<file path="config.mk">
export PLATFORM = sky130hd
export DESIGN_NAME = powlib_syncfifo
export DESIGN_NICKNAME = d
export VERILOG_FILES = /design/src/rtl/powlib_syncfifo_pkg.sv /design/src/rtl/powlib_syncfifo_dpram.sv /design/src/rtl/powlib_syncfifo.sv
export SDC_FILE = /design/constraint.sdc
export NUM_CORES = 1
export LEC_CHECK = 0
export CORE_MARGIN = 3
export CORE_UTILIZATION = 30
export DETAILED_ROUTE_END_ITERATION = 8
export HOLD_SLACK_MARGIN = 0.03
export PLACE_DENSITY = 0.56
export SLEW_MARGIN = 20
export SYNTH_ARGS = -nofsm -noshare
export SYNTH_HDL_FRONTEND = slang
export SYNTH_SLANG_ARGS = --single-unit
export TNS_END_PERCENT = 20
</file>
<file path="constraint.sdc">
create_clock -name clk -period 3.8 [get_ports clk]
set_input_delay 0.38 -clock clk [delete_from_list [all_inputs] [get_ports clk]]
set_output_delay 0.38 -clock clk [all_outputs]
set_load 0.02 [all_outputs]
</file>
<file path="src/rtl/powlib_syncfifo_pkg.sv">
// Shared constants and helper functions for the powlib synchronous FIFO.
package powlib_syncfifo_pkg;

    // Legal depth range for the FIFO storage array.
    localparam int D_MIN = 2;
    localparam int D_MAX = 65536;

    // Ceiling log2, with a minimum of 1 so a 2-entry array still gets an index bit.
    function automatic int powlib_clogb2(input int value);
        int          res;
        int unsigned v;
        res = 0;
        v   = int'(value) - 1;
        for (int unsigned i = 0; i < 32; i++) begin
            if (v != 0) begin
                res = res + 1;
                v   = v >> 1;
            end
        end
        if (res == 0) begin
            res = 1;
        end
        return res;
    endfunction

    // Binary-to-Gray conversion.
    function automatic logic [31:0] powlib_grayencode(input logic [31:0] value);
        return value ^ (value >> 1);
    endfunction

    // True when value is a non-zero power of two.
    function automatic bit powlib_ispow2(input int value);
        return (value > 0) && ((value & (value - 1)) == 0);
    endfunction

endpackage

</file>
<file path="src/rtl/powlib_syncfifo_dpram.sv">
// D x W storage array: one synchronous write port, one combinational read port.
module powlib_syncfifo_dpram
    import powlib_syncfifo_pkg::*;
#(
    parameter int W    = 16,
    parameter int D    = 8,
    parameter int WIDX = powlib_clogb2(D)
) (
    input  logic            clk,
    input  logic            wren,
    input  logic [WIDX-1:0] wridx,
    input  logic [W-1:0]    wrdata,
    input  logic [WIDX-1:0] rdidx,
    output logic [W-1:0]    rddata
);

    logic [W-1:0] mem [D];

    // Store the accepted word; contents are never reset or flushed.
    always_ff @(posedge clk) begin
        if (wren) begin
            mem[wridx] <= wrdata;
        end
    end

    // First-word-fall-through: read data follows the read index directly.
    always_comb begin
        rddata = mem[rdidx];
    end

endmodule

</file>
<file path="src/rtl/powlib_syncfifo.sv">
// Single-clock FIFO with valid/ready on both sides, FWFT read, occupancy
// count, almost-full/almost-empty flags and a synchronous flush.
module powlib_syncfifo
    import powlib_syncfifo_pkg::*;
#(
    parameter int W    = 16,
    parameter int D    = 8,
    parameter int WIDX = powlib_clogb2(D),
    parameter int AFT  = D - 2,
    parameter int AET  = 1,
    parameter int EDBG = 0,
    parameter     ID   = "SYNCFIFO"
) (
    input  logic          clk,
    input  logic          rst,
    input  logic          clr,
    input  logic [W-1:0]  wrdata,
    input  logic          wrvld,
    output logic          wrrdy,
    output logic [W-1:0]  rddata,
    output logic          rdvld,
    input  logic          rdrdy,
    output logic [WIDX:0] cnt,
    output logic          afull,
    output logic          aempty
);

    localparam bit PARAM_OK = powlib_ispow2(D) && (D >= D_MIN) && (D <= D_MAX)
                              && (AFT <= D) && (AET < D);

    // Parameter sanity check, only when debugging is enabled.
    if ((EDBG != 0) && (ID != '0)) begin : g_dbg
        if (!PARAM_OK) begin : g_bad
            $fatal(1, "powlib_syncfifo: illegal parameters (D must be a power of 2 in range, AFT<=D, AET<D)");
        end
    end

    logic [WIDX:0] wrptr, rdptr;
    logic [WIDX:0] wrptr_next, rdptr_next;
    logic [WIDX:0] cnt_next;
    logic          wr_acc, rd_acc;
    logic          empty_next, full_next;

    // Handshake acceptance; flush suppresses both transfers.
    always_comb begin
        wr_acc = wrvld && wrrdy && !clr;
        rd_acc = rdvld && rdrdy && !clr;
    end

    // Next pointer / count values and the flags derived from them.
    always_comb begin
        wrptr_next = wrptr;
        rdptr_next = rdptr;
        cnt_next   = cnt;
        if (clr) begin
            wrptr_next = '0;
            rdptr_next = '0;
            cnt_next   = '0;
        end else begin
            wrptr_next = wrptr + (WIDX+1)'(wr_acc);
            rdptr_next = rdptr + (WIDX+1)'(rd_acc);
            cnt_next   = cnt + (WIDX+1)'(wr_acc) - (WIDX+1)'(rd_acc);
        end
        empty_next = (wrptr_next == rdptr_next);
        full_next  = (wrptr_next[WIDX] != rdptr_next[WIDX]) &&
                     (wrptr_next[WIDX-1:0] == rdptr_next[WIDX-1:0]);
    end

    // Pointer registers; the MSB is the wrap bit so full and empty differ.
    always_ff @(posedge clk or negedge rst) begin
        if (!rst) begin
            wrptr <= '0;
            rdptr <= '0;
        end else begin
            wrptr <= wrptr_next;
            rdptr <= rdptr_next;
        end
    end

    // Count, handshake and flag registers, all loaded from the same next state.
    always_ff @(posedge clk or negedge rst) begin
        if (!rst) begin
            cnt    <= '0;
            wrrdy  <= 1'b0;
            rdvld  <= 1'b0;
            afull  <= (AFT == 0);
            aempty <= 1'b1;
        end else begin
            cnt    <= cnt_next;
            wrrdy  <= !full_next;
            rdvld  <= !empty_next;
            afull  <= (cnt_next >= (WIDX+1)'(AFT));
            aempty <= (cnt_next <= (WIDX+1)'(AET));
        end
    end

    powlib_syncfifo_dpram #(
        .W    (W),
        .D    (D),
        .WIDX (WIDX)
    ) u_mem (
        .clk    (clk),
        .wren   (wr_acc),
        .wridx  (wrptr[WIDX-1:0]),
        .wrdata (wrdata),
        .rdidx  (rdptr[WIDX-1:0]),
        .rddata (rddata)
    );

endmodule
</file>
==> results_dict.tcl <==
set metrics [dict create \
    status "finished clean" \
    cts.sinks 144 \
    clk_pin_slew_ns 0.06 \
    h-tree-depth 4 \
    synth_nets 300 \
    synthTopCellsByArea "edfxtp_1 66%, mux4_1 13%, dfrtp_1 6.5%, mux2_2 3.5%, ha_1 1.7%" \
    cts_resized 0 \
    synth_mux_area_frac 0.1779 \
    setup_tns_ns 0 \
    ys_ff_latch 144 \
    synth_top_area_share 0.6649 \
    async_reset_ff_frac 0.1111 \
    setup_viol 0 \
    fill_cells 1713 \
    dp_hpwl_um 6086 \
    antenna_found_initial 0 \
    post_drt_wl_per_cell_um 17.33 \
    overflow 0 \
    synth_top_family_by_area "multiplexers" \
    worstMarginPinSlew_ns 0.9699 \
    synth_top_area_cell "edfxtp_1" \
    grt_usage 0.1088 \
    cts_root_buf "clkbuf_16" \
    vdd_ir_drop_max_v 0.0003481 \
    nets 363 \
    slew_violations 0 \
    routed_wirelength_um 10500 \
    vias_per_cell 4.427 \
    syn2layout_area_growth_pct 23.12 \
    fin_total_pwr_mw 3.552 \
    instances_no_fill 606 \
    antenna_cells 0 \
    worstPathArrival_ns 2.77 \
    post-route-min-period_ns 3.150 \
    grt_max_degree 33 \
    synth_xor_area_frac 0.01212 \
    drt_iter0_markers 159 \
    use_met2 0.1731 \
    fin_util 0.3779 \
    synthSimpleGateAreaFrac 0.03009 \
    cp-end-kind "output port" \
    power_leakage_nw 2.383 \
    skew_ns 0.01020 \
    dp_slack_ns 0.8071 \
    dp_cells 574 \
    rsz0062_at_grt "no" \
    worstPathRequired_ns 3.42 \
    synth_edf_count 128 \
    ys.warnings.count 0 \
    worstSkewPairLatency_ns 0.41 \
    synth_area_sq_um 5781 \
    worst_slack_ns 0.6499 \
    first_pass_iters 5 \
    die_w_um 144.8 \
    final_layout_size_suffix_gt1_frac 0.1965 \
    via_count 2683 \
    initial_core_util 0.3070 \
    postCtsSetupBuffers 0 \
    grt_pass1_vias 2920 \
    grt_pass1_wl_um 16560 \
    synth_compound_area_frac 0.007792 \
    ant_nets 0 \
    syn_avg_cell_area_sq_um 21.41 \
    cts_tree "done" \
    finalHoldViolations 0 \
    cts_buffers 17 \
    clk_path_buf_depth 2 \
    ys_seq_area_frac 0.7344 \
    port_buffers 44 \
    grtUsageMet1 0.1399 \
    final-seq-area_sq_um 4245 \
    floorplan.rows 50 \
    synth_cell_types 26 \
    period_share 0.8290 \
    design.core.area_sq_um 18830 \
    worstPathMaxFanout 32 \
    cts_hold_buf 0 \
    drc 0 \
    post_synth_fa_ha_maj_area_fraction 0.02078 \
    grtUsageMet3 0.04338 \
    power.density_nw_per_um2 499.2 \
    yosysMostFrequentCell "edfxtp_1" \
    synthFlopType "edfxtp_1" \
    drv_cap 0 \
    start_kind "flip-flop" \
    worstHoldPathType "input pin to async pin" \
    fmax_ghz 0.3174 \
    die-area_sq_um 20970 \
    multi_input_area_sq_um 1448 \
    crit_type "flip-flop to output port" \
    gp_congestion 0.7582 \
    synthTopCellsByCount "128 x edfxtp_1, 28 x mux4_1, 18 x mux2_2, 15 x dfrtp_1, 13 x nor2_1" \
    grt.busiest_layer "met2" \
    die-height_um 144.8 \
    slew_headroom 0.3534 \
    synthCells 270 \
    ios 45 \
]
==> kinds of logic after synthesis <==
kind of cell | Yosys count
adder cells (fa/ha/maj) | 9
buffers and inverters | 17
XOR/XNOR | 8
AND/OR/NAND/NOR | 36
flip-flops | 144
AO/OA/AOI/OAI | 6
multiplexers | 50
==> metal layers <==
metal / wire length [um] / share of wire
met1: 4837 / 0.46
met2: 5134 / 0.49
met3: 483 / 0.046
met4: 49 / 0.0047
met5: 0 / 0
==> sequential cells by signal (all words and copies together) (netlist names) <==
name	flops
aempty	1
wrptr	4
rdptr	4
cnt	4
afull	1
rdvld	1
u_mem.mem	128
wrrdy	1
==> metrics by stage <==
stage / area [sq um] / hold slack [ns]
2_1_floorplan: 5781 / 0.08441
3_3_place_gp: 6580 / 0.6241
3_5_place_dp: 6580 / 0.6188
4_1_cts: 7117 / 0.4161
5_1_grt: 7117 / 0.4636
6_report: 7117 / 0.4044
==> layout by cell type, fill, tap and decap left out, types with 2 or more instances in the layout <==
cell type / count
a21o_1: 2
buf_4: 11
clkbuf_16: 17
clkdlybuf4s50_1: 44
clkinv_4: 2
clkinvlp_4: 5
dfrtp_1: 15
edfxtp_1: 128
ha_1: 8
inv_1: 5
inv_6: 5
mux2_2: 18
mux4_1: 28
mux4_2: 4
nand2_1: 5
nand2b_1: 4
nand3_1: 2
nor2_1: 13
nor2b_1: 8
nor3_2: 2
xnor2_1: 6
xor2_1: 2
==> path summary, 6_finish.rpt <==
| kind | to | depth (start not counted) | from | slack (ns) |
|---|---|---|---|---|
| worst max-delay path | rddata[5] | 4 | rdptr[0] | 0.65 |
| worst min-delay path | wrrdy | 1 | rst | 0.40 |
| worst max register to register | afull | 10 | wrrdy | 1.67 |
| worst min register to register | cnt[0] | 2 | cnt[0] | 0.63 |
| max in group asynchronous | wrptr[1] | 1 | rst | 2.92 |
| min in group clk | cnt[0] | 2 | cnt[0] | 0.63 |
==> worst max-delay path, stage by stage (launching register included) <==
cell and delay (ns):
dfrtp_1 0.36, buf_4 0.52, mux4_1 0.63, mux2_2 0.29
clkdlybuf4s50_1 0.55
==> layout make-up <==
cell class                      instances  area share
Inverter                                5    0.002637
Clock buffer                           18     0.06030
Multi-Input combinational cell        109      0.2034
Clock inverter                         14     0.01512
Sequential cell                       144      0.5965
Timing Repair Buffer                   56     0.07630
Tap cell                              260     0.04571
==> power by group <==
part | switching [mW] | internal, mW | total, mW | leakage, nW
sequential | 0.0167 | 1.76 | 1.78 | 1.37
clock | 0.640 | 0.841 | 1.48 | 0.248
combinational | 0.145 | 0.145 | 0.290 | 0.770
Power figures use the tool's default switching activity.
